==> config.mk <==
export PLATFORM = sky130hd
export DESIGN_NAME = jt49_bus_master_flat
export DESIGN_NICKNAME = d
export VERILOG_FILES = /design/src/rtl/jt49_bus_master_if.sv /design/src/rtl/jt49_bus_master.sv /design/src/flat_wrapper.sv
export SDC_FILE = /design/constraint.sdc
export NUM_CORES = 1
export LEC_CHECK = 0
export CAP_MARGIN = 30
export CORE_UTILIZATION = 26
export DETAILED_ROUTE_END_ITERATION = 10
export DONT_BUFFER_PORTS = 1
export HOLD_SLACK_MARGIN = 0.08
export PLACE_DENSITY_LB_ADDON = 0.25
export SYNTH_ARGS = -nofsm -noshare
export SYNTH_HDL_FRONTEND = slang
export SYNTH_SLANG_ARGS = --single-unit
==> constraint.sdc <==
create_clock -name clk -period 3.8 [get_ports clk]
set_input_delay 0.76 -clock clk [delete_from_list [all_inputs] [get_ports clk]]
set_output_delay 0.76 -clock clk [all_outputs]
set_load 0.02 [all_outputs]
==> src/rtl/jt49_bus_master_if.sv <==
// Command/response and PSG pin bundle for jt49_bus_master.
// The master modport is the sequencer's view; slave is the host plus chip side.
interface jt49_bus_master_if;
    logic       cmd_valid;
    logic       cmd_ready;
    logic       cmd_rd;
    logic [3:0] cmd_addr;
    logic [7:0] cmd_data;
    logic       rsp_valid;
    logic [7:0] rsp_data;
    logic       busy;
    logic       bdir;
    logic       bc1;
    logic [7:0] bus_dout;
    logic       bus_oe;
    logic [7:0] bus_din;

    modport master (
        input  cmd_valid, cmd_rd, cmd_addr, cmd_data, bus_din,
        output cmd_ready, rsp_valid, rsp_data, busy, bdir, bc1, bus_dout, bus_oe
    );

    modport slave (
        output cmd_valid, cmd_rd, cmd_addr, cmd_data, bus_din,
        input  cmd_ready, rsp_valid, rsp_data, busy, bdir, bc1, bus_dout, bus_oe
    );
endinterface

==> src/rtl/jt49_bus_master.sv <==
// BDIR/BC1 bus initiator for AY-3-8910/YM2149-style chips: a small command FIFO
// feeding an address-latch + write/read sequencer with registered pin outputs.
module jt49_bus_master #(
    parameter int         PHASE_CYC = 4,
    parameter int         GAP_CYC   = 1,
    parameter int         AW        = 2,
    parameter logic [3:0] HIGH_ADDR = 4'h0
) (
    input  logic               clk,
    input  logic               rst_n,
    jt49_bus_master_if.master  bus
);
    localparam int DEPTH = 1 << AW;
    localparam int MAXC  = (PHASE_CYC > GAP_CYC) ? PHASE_CYC : GAP_CYC;
    localparam int CW    = $clog2(MAXC + 1);

    typedef enum logic [2:0] {IDLE, ADDR, GAP1, XFER, GAP2} state_t;

    logic [12:0]   fifo_q [DEPTH];
    logic [AW:0]   wr_ptr_q, wr_ptr_d, rd_ptr_q, rd_ptr_d;
    logic          empty, full, push, pop;
    logic [12:0]   head;

    state_t        state_q, state_d;
    logic [CW-1:0] cnt_q, cnt_d;
    logic [12:0]   cur_q, cur_d;

    logic          bdir_q, bdir_d, bc1_q, bc1_d, oe_q, oe_d;
    logic [7:0]    dout_q, dout_d;
    logic          strobe_q, strobe_d;
    logic          rsp_valid_q, rsp_valid_d;
    logic [7:0]    rsp_data_q, rsp_data_d;

    assign empty = (wr_ptr_q == rd_ptr_q);
    assign full  = (wr_ptr_q[AW] != rd_ptr_q[AW]) &&
                   (wr_ptr_q[AW-1:0] == rd_ptr_q[AW-1:0]);
    assign push  = bus.cmd_valid && !full;
    assign head  = fifo_q[rd_ptr_q[AW-1:0]];

    always_comb begin
        wr_ptr_d = wr_ptr_q + {{AW{1'b0}}, push};
        rd_ptr_d = rd_ptr_q + {{AW{1'b0}}, pop};
    end

    // Entry layout is {rd, addr[3:0], data[7:0]}; read data field is zeroed.
    always_ff @(posedge clk) begin
        if (push)
            fifo_q[wr_ptr_q[AW-1:0]] <= {bus.cmd_rd, bus.cmd_addr,
                                         bus.cmd_rd ? 8'h00 : bus.cmd_data};
    end

    always_comb begin
        state_d = state_q;
        cnt_d   = cnt_q - CW'(1);
        cur_d   = cur_q;
        pop     = 1'b0;
        unique case (state_q)
            IDLE: begin
                cnt_d = cnt_q;
                if (!empty) begin
                    pop     = 1'b1;
                    cur_d   = head;
                    state_d = ADDR;
                    cnt_d   = CW'(PHASE_CYC);
                end
            end
            ADDR: if (cnt_q == CW'(1)) begin
                state_d = GAP1;
                cnt_d   = CW'(GAP_CYC);
            end
            GAP1: if (cnt_q == CW'(1)) begin
                state_d = XFER;
                cnt_d   = CW'(PHASE_CYC);
            end
            XFER: if (cnt_q == CW'(1)) begin
                state_d = GAP2;
                cnt_d   = CW'(GAP_CYC);
            end
            GAP2: if (cnt_q == CW'(1)) begin
                if (!empty) begin
                    pop     = 1'b1;
                    cur_d   = head;
                    state_d = ADDR;
                    cnt_d   = CW'(PHASE_CYC);
                end else begin
                    state_d = IDLE;
                    cnt_d   = '0;
                end
            end
            default: begin
                state_d = IDLE;
                cnt_d   = '0;
            end
        endcase
    end

    // Pins follow the state register by one cycle, so the read strobe lines up
    // with the last visible 01 cycle and the response with the first GAP2 cycle.
    always_comb begin
        bdir_d   = 1'b0;
        bc1_d    = 1'b0;
        oe_d     = 1'b0;
        dout_d   = dout_q;
        strobe_d = 1'b0;
        unique case (state_q)
            ADDR: begin
                bdir_d = 1'b1;
                bc1_d  = 1'b1;
                oe_d   = 1'b1;
                dout_d = {HIGH_ADDR, cur_q[11:8]};
            end
            XFER: begin
                if (cur_q[12]) begin
                    bc1_d    = 1'b1;
                    strobe_d = (cnt_q == CW'(1));
                end else begin
                    bdir_d = 1'b1;
                    oe_d   = 1'b1;
                    dout_d = cur_q[7:0];
                end
            end
            default: ;
        endcase
        rsp_valid_d = strobe_q;
        rsp_data_d  = strobe_q ? bus.bus_din : rsp_data_q;
    end

    always_ff @(posedge clk) begin
        if (!rst_n) begin
            wr_ptr_q    <= '0;
            rd_ptr_q    <= '0;
            state_q     <= IDLE;
            cnt_q       <= '0;
            cur_q       <= '0;
            bdir_q      <= 1'b0;
            bc1_q       <= 1'b0;
            oe_q        <= 1'b0;
            dout_q      <= '0;
            strobe_q    <= 1'b0;
            rsp_valid_q <= 1'b0;
            rsp_data_q  <= '0;
        end else begin
            wr_ptr_q    <= wr_ptr_d;
            rd_ptr_q    <= rd_ptr_d;
            state_q     <= state_d;
            cnt_q       <= cnt_d;
            cur_q       <= cur_d;
            bdir_q      <= bdir_d;
            bc1_q       <= bc1_d;
            oe_q        <= oe_d;
            dout_q      <= dout_d;
            strobe_q    <= strobe_d;
            rsp_valid_q <= rsp_valid_d;
            rsp_data_q  <= rsp_data_d;
        end
    end

    assign bus.cmd_ready = !full;
    assign bus.busy      = !empty || (state_q != IDLE);
    assign bus.bdir      = bdir_q;
    assign bus.bc1       = bc1_q;
    assign bus.bus_oe    = oe_q;
    assign bus.bus_dout  = dout_q;
    assign bus.rsp_valid = rsp_valid_q;
    assign bus.rsp_data  = rsp_data_q;
endmodule

==> src/flat_wrapper.sv <==
// flat-port wrapper written by rule: the top's interface ports become plain ports
module jt49_bus_master_flat 
#(
    parameter int         PHASE_CYC = 4,
    parameter int         GAP_CYC   = 1,
    parameter int         AW        = 2,
    parameter logic [3:0] HIGH_ADDR = 4'h0
)
  (clk, rst_n, bus_cmd_valid, bus_cmd_rd, bus_cmd_addr, bus_cmd_data, bus_bus_din, bus_cmd_ready, bus_rsp_valid, bus_rsp_data, bus_busy, bus_bdir, bus_bc1, bus_bus_dout, bus_bus_oe);
  jt49_bus_master_if bus_i ();
  input  logic clk;
  input  logic rst_n;
  input wire logic [$bits(bus_i.cmd_valid)-1:0] bus_cmd_valid;
  input wire logic [$bits(bus_i.cmd_rd)-1:0] bus_cmd_rd;
  input wire logic [$bits(bus_i.cmd_addr)-1:0] bus_cmd_addr;
  input wire logic [$bits(bus_i.cmd_data)-1:0] bus_cmd_data;
  input wire logic [$bits(bus_i.bus_din)-1:0] bus_bus_din;
  output wire logic [$bits(bus_i.cmd_ready)-1:0] bus_cmd_ready;
  output wire logic [$bits(bus_i.rsp_valid)-1:0] bus_rsp_valid;
  output wire logic [$bits(bus_i.rsp_data)-1:0] bus_rsp_data;
  output wire logic [$bits(bus_i.busy)-1:0] bus_busy;
  output wire logic [$bits(bus_i.bdir)-1:0] bus_bdir;
  output wire logic [$bits(bus_i.bc1)-1:0] bus_bc1;
  output wire logic [$bits(bus_i.bus_dout)-1:0] bus_bus_dout;
  output wire logic [$bits(bus_i.bus_oe)-1:0] bus_bus_oe;
  assign bus_i.cmd_valid = bus_cmd_valid;
  assign bus_i.cmd_rd = bus_cmd_rd;
  assign bus_i.cmd_addr = bus_cmd_addr;
  assign bus_i.cmd_data = bus_cmd_data;
  assign bus_i.bus_din = bus_bus_din;
  assign bus_cmd_ready = bus_i.cmd_ready;
  assign bus_rsp_valid = bus_i.rsp_valid;
  assign bus_rsp_data = bus_i.rsp_data;
  assign bus_busy = bus_i.busy;
  assign bus_bdir = bus_i.bdir;
  assign bus_bc1 = bus_i.bc1;
  assign bus_bus_dout = bus_i.bus_dout;
  assign bus_bus_oe = bus_i.bus_oe;
  jt49_bus_master #(.PHASE_CYC(PHASE_CYC), .GAP_CYC(GAP_CYC), .AW(AW), .HIGH_ADDR(HIGH_ADDR)) u_core (.clk(clk), .rst_n(rst_n), .bus(bus_i));
endmodule
==> results of run 1 <==
==> cell type report <==
cell class                      count  share of cell area
Multi-Input combinational cell    173               0.299
Timing Repair Buffer                5             0.00865
Sequential cell                    97               0.567
Inverter                            5             0.00433
Clock inverter                      6              0.0150
Tap cell                          184              0.0531
Clock buffer                       10              0.0528
==> worst min-delay path: stages, from the launching register on <==
cell,delay (ns)
dfxtp_1,0.31
nand2_1,0.05
o21ai_1,0.05
==> cell families after synthesis <==
family,Yosys count,synth area share
DFF,97,0.636
AOI/OAI and AO/OA,38,0.0663
muxes,21,0.0974
buffers and inverters,23,0.0298
xor gates and xnor gates,6,0.0175
and+or+nand+nor,102,0.133
adders and majority gates,6,0.0194
==> state kept, by name (all words and copies together), names as in the netlist <==
register / cells
u_core.bus.bc1: 1
u_core.bus.bdir: 1
u_core.bus.bus_dout: 8
u_core.bus.rsp_data: 8
u_core.bus.rsp_valid: 1
u_core.cnt_q: 3
u_core.cur_q: 13
u_core.fifo_q: 52
u_core.rd_ptr_q: 3
u_core.rsp_valid_d: 1
u_core.state_q: 3
u_core.wr_ptr_q: 3
==> per-layer routing <==
layer | share of wire | routed length, um | global-route usage | up-vias
met2 | 0.47 | 3450 | 0.166 | 50
met3 | 0.051 | 372 | 0.0394 | 8
li1 | - | - | - | 1086
met1 | 0.47 | 3420 | 0.128 | 1063
met5 | 0 | 0 | 0 | -
met4 | 0.010 | 76 | 0.0335 | 0
==> power by group <==
part	switching [mW]	leakage [nW]	internal [mW]
clock	0.382	0.145	0.513
sequential	0.115	0.850	1.24
combinational	0.359	0.437	0.242
==> synth_stat cells, types with 2 or more instances <==
cell and number:
xnor2_2 2, dfxtp_1 45, nand2_1 24, nor2_1 26
a21oi_1 6, buf_6 2, edfxtp_1 52, ha_1 6
a311oi_1 4, nor2b_1 10, buf_2 2, inv_1 5
o21ai_0 5, and2_1 6, xnor2_1 2, nand2b_1 2
clkbuf_1 8, buf_1 3, a31oi_1 2, xor2_1 2
nand3_1 6, nand4_1 13, mux2i_1 8, a22oi_1 4
mux4_2 12, o21ai_1 9, nor3_1 6, buf_4 3
==> worst max-delay path by stage <==
stage	endpoint	slack [ns]	depth (start not counted)
2_1_floorplan	u_core.fifo_q[0][0]$_DFFE_PP_	1.28	3
3_3_place_gp	u_core.rd_ptr_q[2]$_SDFF_PN0_	1.39	8
3_5_place_dp	u_core.rd_ptr_q[2]$_SDFF_PN0_	1.31	8
4_1_cts	u_core.rd_ptr_q[1]$_SDFF_PN0_	1.30	7
5_1_grt	u_core.rd_ptr_q[2]$_SDFF_PN0_	1.09	8
6_report	u_core.rd_ptr_q[1]$_SDFF_PN0_	1.30	7
==> metrics by stage <==
step            util  hold slack, ns  std cells
2_1_floorplan      -           0.428        293
3_3_place_gp   0.278           0.452        464
3_5_place_dp   0.278           0.446        464
4_1_cts        0.299           0.452        480
5_1_grt        0.299           0.473        480
6_report       0.299           0.451        480
==> flow_metrics.env, run 1 <==
export IMPL_status="complete, no violations"
export IMPL_hold_depth=2
export IMPL_cts_setup_buffers=0
export IMPL_syn_avg_cell_area_um2=13.2
export IMPL_cts_tree="yes"
export IMPL_r2r_cells=7
export IMPL_pre_cts_slack_ns=1.31
export IMPL_path_clk_slew_ns=0.06
export IMPL_die_w_um=124
export IMPL_area_growth_pct=12.2
export IMPL_grt_use_total=0.103
export IMPL_critPathLaunchType="register"
export IMPL_portBuffers=0
export IMPL_drive_above_1_share=0.128
export IMPL_cp_slowest_cell="and2_1"
export IMPL_synth_top_cell_by_area="edfxtp_1"
export IMPL_crit_type="reg2reg"
export IMPL_vias=2207
export IMPL_relSlewSlack=0.487
export IMPL_ir_drop_v=0.000263
export IMPL_multi_input_area_um2=1300
export IMPL_final_antenna_net_count=0
export IMPL_hold_viol=0
export IMPL_path_cells="ha_1, nand2b_1, a21boi_4, and2_1, ha_1, ha_1, and2_1"
export IMPL_n_antenna_cell=0
export IMPL_grt_pass1_vias=2117
export IMPL_min_from="u_core.cur_q[9]$_SDFFE_PN0P_"
export IMPL_grt_pass1_wl_mm=11.5
export IMPL_yosysTopAreaCellShare=0.404
export IMPL_crit_fanout=15
export IMPL_grt_max_degree=37
export IMPL_yosysSeqAreaShare=0.636
export IMPL_r2r_end="u_core.rd_ptr_q[1]$_SDFF_PN0_"
export IMPL_clock_latency_ns=0.34
export IMPL_p_total_mw=2.85
export IMPL_fin_skew_ns=0.00387
export IMPL_power_density_nw_per_um2=657
export IMPL_ctsResizeCount=0
export IMPL_final_nets=321
export IMPL_initial_core_util=0.266
export IMPL_postCtsHoldBufs=0
export IMPL_max_freq_ghz=0.400
export IMPL_total_leakage_power_nw=1.43
export IMPL_die_area_um2=15400
export IMPL_overflow=0
export IMPL_ys_types=46
export IMPL_post_route_period_util=0.658
export IMPL_mostFrequentLayoutCells="52 x edfxtp_1, 45 x dfxtp_1, 26 x nor2_1"
export IMPL_syn_nets=323
export IMPL_cts_buffer_depth=2
export IMPL_drt_first_pass_iters=4
export IMPL_wl_mm=7.32
export IMPL_antenna_found_initial=0
export IMPL_routed_via_density=4.60
export IMPL_setup_viol=0
export IMPL_cap_violations=0
export IMPL_fin_crit_ns=2.50
export IMPL_cp_data_required_time_ns=4.04
export IMPL_syn_inst=293
export IMPL_io_pins=46
export IMPL_numCtsBuffers=9
export IMPL_die_y_um=124
export IMPL_synthTopCellsByArea="edfxtp_1 40%, dfxtp_1 23%, mux4_2 7.0%, nor2_1 2.5%, nand2_1 2.3%"
export IMPL_drc=0
export IMPL_critPathTopFamily="simple AND/OR/NAND/NOR gates"
export IMPL_drtIter0Drc=83
export IMPL_max_stage_delay_ns=0.51
export IMPL_routedWlPerCell_um=15.2
export IMPL_regArea_um2=2460
export IMPL_r2r_start="u_core.cnt_q[0]$_SDFFE_PN0N_"
export IMPL_worst_slack_ns=1.30
export IMPL_ys_seq_elements=97
export IMPL_place_area_um2=4050
export IMPL_clkSinkCount=97
export IMPL_ys_flop_type="edfxtp_1"
export IMPL_startpoint="u_core.cnt_q[0]$_SDFFE_PN0N_"
export IMPL_tightestPinTransition_ns=0.769
export IMPL_rsz0062_at_grt="false"
export IMPL_critPathArrivalTime_ns=2.74
export IMPL_root_buffer="clkbuf_16"
export IMPL_critPathBufInv=0
export IMPL_hpwl_mm=4.84
export IMPL_ys_warn_count=0
export IMPL_r2r_slack_ns=1.30
export IMPL_worst_hold_path_endpoint="u_core.cur_q[9]$_SDFFE_PN0P_"
export IMPL_crit_top_cell="ha_1"
export IMPL_slew_viol_final=0
export IMPL_fillers=1516
export IMPL_design_area_um2=4340
export IMPL_gp_congestion=0.726
export IMPL_fin_tns_setup_ns=0
export IMPL_htreeDepth=3
export IMPL_num_rows=44
export IMPL_end_kind="register"
export IMPL_core_um2=14500
export IMPL_layout_commonest_cell="edfxtp_1"
export IMPL_ys_async_sr_fraction=0
export IMPL_synth_edf_count=52
export IMPL_hold_class="reg2reg"
export IMPL_synth_area_um2=3870
Power figures use the tool's default switching activity.
==> inputs of run 2 (changes only) <==
==> constraint.sdc (replaced) <==
create_clock -name clk -period 2.3 [get_ports clk]
set_input_delay 0.46 -clock clk [delete_from_list [all_inputs] [get_ports clk]]
set_output_delay 0.46 -clock clk [all_outputs]
set_load 0.02 [all_outputs]
==> run 2 against run 1 <==
Via count is 0.23% higher; cell count is 1.0% higher; cell area is 1.5% higher; clock power is 75% higher; power is 70% higher; sequential share of layout area is 0.85 points lower; sequential cell count stayed put; utilization is 0.46 points higher; die area stayed put; critical path depth is 5 lower; critical endpoint is now bus_busy.
==> flow_metrics.env, run 2 (same netlist as run 1, synthesis figures left out) <==
export IMPL_vias=2212
export IMPL_routedWlPerCell_um=15.1
export IMPL_clkSinkCount=97
export IMPL_htreeDepth=3
export IMPL_drc=0
export IMPL_routed_top_layer="met4"
export IMPL_whs_ns=0.214
export IMPL_die_w_um=124
export IMPL_cap_violations=0
export IMPL_fin_tns_setup_ns=0
export IMPL_core_um2=14500
export IMPL_rsz0062_at_grt="false"
export IMPL_design_area_um2=4410
export IMPL_die_y_um=124
export IMPL_cts_tree="yes"
export IMPL_slew_viol_final=0
export IMPL_hold_class="in2reg"
export IMPL_path_clk_slew_ns=0.07
export IMPL_portBuffers=0
export IMPL_final_antenna_net_count=0
export IMPL_drive_above_1_share=0.150
export IMPL_drtIter0Drc=82
export IMPL_io_pins=46
export IMPL_r2r_start="u_core.cnt_q[0]$_SDFFE_PN0N_"
export IMPL_setup_viol=0
export IMPL_final_nets=327
export IMPL_postCtsHoldBufs=0
export IMPL_grt_pass1_vias=2184
export IMPL_cp_data_required_time_ns=1.84
export IMPL_p_total_mw=4.85
export IMPL_status="complete, no violations"
export IMPL_largest_reg_flops=52
export IMPL_drt_first_pass_iters=4
export IMPL_die_area_um2=15400
export IMPL_antenna_found_initial=0
export IMPL_total_leakage_power_nw=1.47
export IMPL_max_freq_ghz=0.514
export IMPL_r2r_end="u_core.rd_ptr_q[1]$_SDFF_PN0_"
export IMPL_wl_mm=7.30
export IMPL_gp_congestion=0.752
export IMPL_ctsResizeCount=0
export IMPL_grt_use_total=0.103
export IMPL_crit_type="reg2out"
export IMPL_initial_core_util=0.266
export IMPL_end_kind="output port"
export IMPL_critPathLaunchType="register"
export IMPL_grt_pass1_wl_mm=11.5
export IMPL_post_route_period_util=0.846
export IMPL_min_from="bus_cmd_addr[1]"
export IMPL_numCtsBuffers=9
export IMPL_place_area_um2=4090
export IMPL_clock_latency_ns=0.33
export IMPL_ir_drop_v=0.000513
export IMPL_area_growth_pct=13.9
export IMPL_crit_fanout=15
export IMPL_cts_setup_buffers=0
export IMPL_fin_crit_ns=1.95
export IMPL_critPathArrivalTime_ns=1.49
export IMPL_hold_viol=0
export IMPL_n_antenna_cell=0
export IMPL_root_buffer="clkbuf_16"
export IMPL_mostFrequentLayoutCells="52 x edfxtp_1, 45 x dfxtp_1, 26 x nor2_1"
export IMPL_hpwl_mm=4.98
export IMPL_wl_met1_mm=3.24
export IMPL_tightestPinTransition_ns=0.554
export IMPL_overflow=0
export IMPL_fin_skew_ns=0.00572
export IMPL_r2r_cells=7
export IMPL_grt_max_degree=37
export IMPL_worst_hold_path_endpoint="u_core.fifo_q[2][9]$_DFFE_PP_"
export IMPL_relSlewSlack=0.630
export IMPL_hold_depth=0
export IMPL_wl_met3_um=454
export IMPL_met2_length_mm=3.53
export IMPL_num_rows=44
export IMPL_r2r_slack_ns=0.44
export IMPL_layout_commonest_cell="edfxtp_1"
export IMPL_routed_via_density=4.56
export IMPL_power_density_nw_per_um2=1100
export IMPL_cts_buffer_depth=2
-- run 2: changes by cell type in the layout (fill, tap and decap cells not counted), sizes merged --
cell      change
buf           +6
bufinv        +1
clkinvlp      +2
clkbuf        -1
clkinv        -3
-- run 2: per-stage QoR --
step | setup WS, ns | instances | utilization
finish | 0.354 | 485 | 0.303
global route | 0.245 | 485 | 0.303
CTS | 0.338 | 485 | 0.303
detailed placement | 0.464 | 470 | 0.281
global placement | 0.501 | 470 | 0.281
floorplan | 0.349 | 293 | -
-- run 2: critical path: stages (launching register included) --
cell,delay (ns)
dfxtp_1,0.48
nor3_1,0.42
nand2_1,0.25
-- run 2: layout make-up --
cell class	count	area (um^2)
Fill cell	1476	10100
Sequential cell	97	2460
Multi-Input combinational cell	173	1300
Tap cell	184	230
Clock buffer	9	225
Clock inverter	6	90.1
Timing Repair Buffer	11	82.6
Inverter	5	18.8
-- run 2: how the worst max path moves through the flow --
stage / endpoint / slack, ns / start
floorplan: u_core.rd_ptr_q[1]$_SDFF_PN0_ / 0.35 / u_core.cnt_q[1]$_SDFFE_PN0N_
global placement: u_core.rd_ptr_q[1]$_SDFF_PN0_ / 0.50 / u_core.cnt_q[1]$_SDFFE_PN0N_
detailed placement: u_core.rd_ptr_q[1]$_SDFF_PN0_ / 0.46 / u_core.cnt_q[1]$_SDFFE_PN0N_
CTS: bus_busy / 0.34 / u_core.state_q[2]$_SDFFE_PN0P_
global route: bus_busy / 0.25 / u_core.state_q[2]$_SDFFE_PN0P_
finish: bus_busy / 0.35 / u_core.state_q[2]$_SDFFE_PN0P_
-- run 2: layer usage --
| layer | up-vias | track usage |
|---|---|---|
| li1 | 1091 | - |
| met4 | 0 | 0.0335 |
| met2 | 54 | 0.176 |
| met3 | 7 | 0.0380 |
| met1 | 1060 | 0.119 |
| met5 | - | 0 |
-- run 2: report_power, final --
group	switching (mW)	internal (mW)	total, mW
registers	0.193	2.05	2.24
logic	0.590	0.443	1.03
clock network	0.623	0.951	1.57
total	1.41	3.44	4.85
==> inputs of run 3 (changes only) <==
==> constraint.sdc (replaced) <==
create_clock -name clk -period 1.8 [get_ports clk]
set_input_delay 0.36 -clock clk [delete_from_list [all_inputs] [get_ports clk]]
set_output_delay 0.36 -clock clk [all_outputs]
set_load 0.02 [all_outputs]
==> run 3 against run 2 <==
Largest power group unchanged; sequential power is 27% higher; combinational power rose by 42%; critical path type unchanged; critical path depth is 1 higher; power up 27%; setup slack got worse by 0.26 ns; via count rose by 0.23%.
==> flow_metrics.env, run 3 (same netlist as run 1, synthesis figures left out) <==
export IMPL_post_route_util=0.310
export IMPL_p_total_mw=6.17
export IMPL_layout_commonest_cell="edfxtp_1"
export IMPL_vias=2217
export IMPL_rsz0062_at_grt="false"
export IMPL_grt_pass1_wl_mm=11.8
export IMPL_fillers=1474
export IMPL_antenna_found_initial=0
export IMPL_final_antenna_net_count=0
export IMPL_end_kind="output port"
export IMPL_status="complete, no violations"
export IMPL_crit_fanout=4
export IMPL_critPathLaunchType="register"
export IMPL_intPower_mw=4.34
export IMPL_hpwl_mm=5.03
export IMPL_overflow=0
export IMPL_largest_reg_flops=52
export IMPL_io_pins=46
export IMPL_n_antenna_cell=0
export IMPL_gp_congestion=0.719
export IMPL_fin_skew_ns=0.00650
export IMPL_cap_violations=0
export IMPL_netSwitchingFraction=0.296
export IMPL_final_nets=332
export IMPL_mostFrequentLayoutCells="52 x edfxtp_1, 43 x dfxtp_1, 26 x nor2_1"
export IMPL_max_freq_ghz=0.588
export IMPL_portBuffers=0
export IMPL_drtIter0Drc=126
export IMPL_cts_tree="yes"
export IMPL_drt_first_pass_iters=5
export IMPL_htreeDepth=3
export IMPL_drc=0
export IMPL_fin_crit_ns=1.70
export IMPL_num_rows=44
export IMPL_routed_via_density=4.52
export IMPL_area_growth_pct=16.4
export IMPL_hold_class="in2reg"
export IMPL_crit_type="reg2out"
export IMPL_clock_latency_ns=0.34
export IMPL_place_area_um2=4200
export IMPL_die_area_um2=15400
export IMPL_post_route_period_util=0.945
export IMPL_r2r_slack_ns=0.13
export IMPL_grt_max_degree=37
export IMPL_ir_drop_v=0.000483
export IMPL_core_um2=14500
export IMPL_setup_viol=0
export IMPL_clkPwrFrac=0.301
export IMPL_drive_above_1_share=0.186
export IMPL_root_buffer="clkbuf_16"
export IMPL_postCtsHoldBufs=0
export IMPL_critPathArrivalTime_ns=1.34
export IMPL_total_leakage_power_nw=1.50
export IMPL_initial_core_util=0.266
export IMPL_die_w_um=124
export IMPL_wl_mm=7.32
export IMPL_routedWlPerCell_um=14.9
export IMPL_cts_buffer_depth=2
export IMPL_die_y_um=124
export IMPL_pwr_share_seq=0.462
export IMPL_relSlewSlack=0.638
export IMPL_power_density_nw_per_um2=1370
export IMPL_grt_use_total=0.105
export IMPL_p_switching_mw=1.83
export IMPL_hold_viol=0
export IMPL_numCtsBuffers=9
export IMPL_slew_viol_final=0
export IMPL_design_area_um2=4500
export IMPL_clkSinkCount=97
export IMPL_pwr_share_comb=0.237
export IMPL_path_clk_slew_ns=0.07
export IMPL_tightestPinTransition_ns=0.542
export IMPL_cp_data_required_time_ns=1.44
export IMPL_grt_pass1_vias=2213
[run 3: path summary, 6_finish.rpt]
kind / from / to / cells past startpoint
worst max-delay path: u_core.rd_ptr_q[2]$_SDFF_PN0_ / bus_busy / 3
worst min-delay path: bus_cmd_addr[0] / u_core.fifo_q[3][8]$_DFFE_PP_ / 0
worst max register to register: u_core.wr_ptr_q[0]$_SDFF_PN0_ / u_core.fifo_q[0][9]$_DFFE_PP_ / 4
worst min register to register: u_core.cur_q[10]$_SDFFE_PN0P_ / u_core.cur_q[10]$_SDFFE_PN0P_ / 2
[run 3: worst max-delay path: stages, from the launching register on]
cell and delay, ns:
dfxtp_1 0.39, xor2_2 0.20, and3b_2 0.27, nand2_2 0.13
[run 3: cell type report]
class	instances	area (um^2)	share of cell area
Sequential cell	97	2460	0.548
Multi-Input combinational cell	173	1340	0.298
Tap cell	184	230	0.0511
Clock buffer	10	229	0.0509
Timing Repair Buffer	16	158	0.0350
Clock inverter	5	57.6	0.0128
Inverter	5	18.8	0.00417
[run 3: power groups by stage]
stage,clock [mW],sequential [mW],combinational (mW)
2_1_floorplan,0,2.84,1.17
3_3_place_gp,0,2.89,1.46
3_5_place_dp,0,2.90,1.46
4_1_cts,1.92,2.86,1.48
5_1_grt,1.99,2.89,1.64
6_report,1.86,2.85,1.46
[run 3: what timing repair did]
action,CTS,global route
buffers inserted,0,0
resized for setup,2,3
endpoints found under the setup margin,1,1
[run 3: metal layers]
layer / track usage / vias to the layer above / share of wire
met5: 0 / - / 0
met4: 0.0357 / 0 / 0.013
met3: 0.0389 / 10 / 0.053
met2: 0.163 / 50 / 0.46
met1: 0.134 / 1060 / 0.47
li1: - / 1097 / -
[run 3: per-stage QoR]
step / setup WS [ns] / std cells / hold slack (ns) / TNS (ns)
final: 0.0982 / 490 / 0.107 / 0
after global routing: 0.00633 / 490 / 0.0902 / 0
after CTS: 0.0255 / 490 / 0.0941 / 0
after detailed placement: 0.132 / 475 / 0.446 / 0
after global placement: 0.166 / 475 / 0.444 / 0
after floorplan: -0.118 / 293 / 0.428 / -4.60
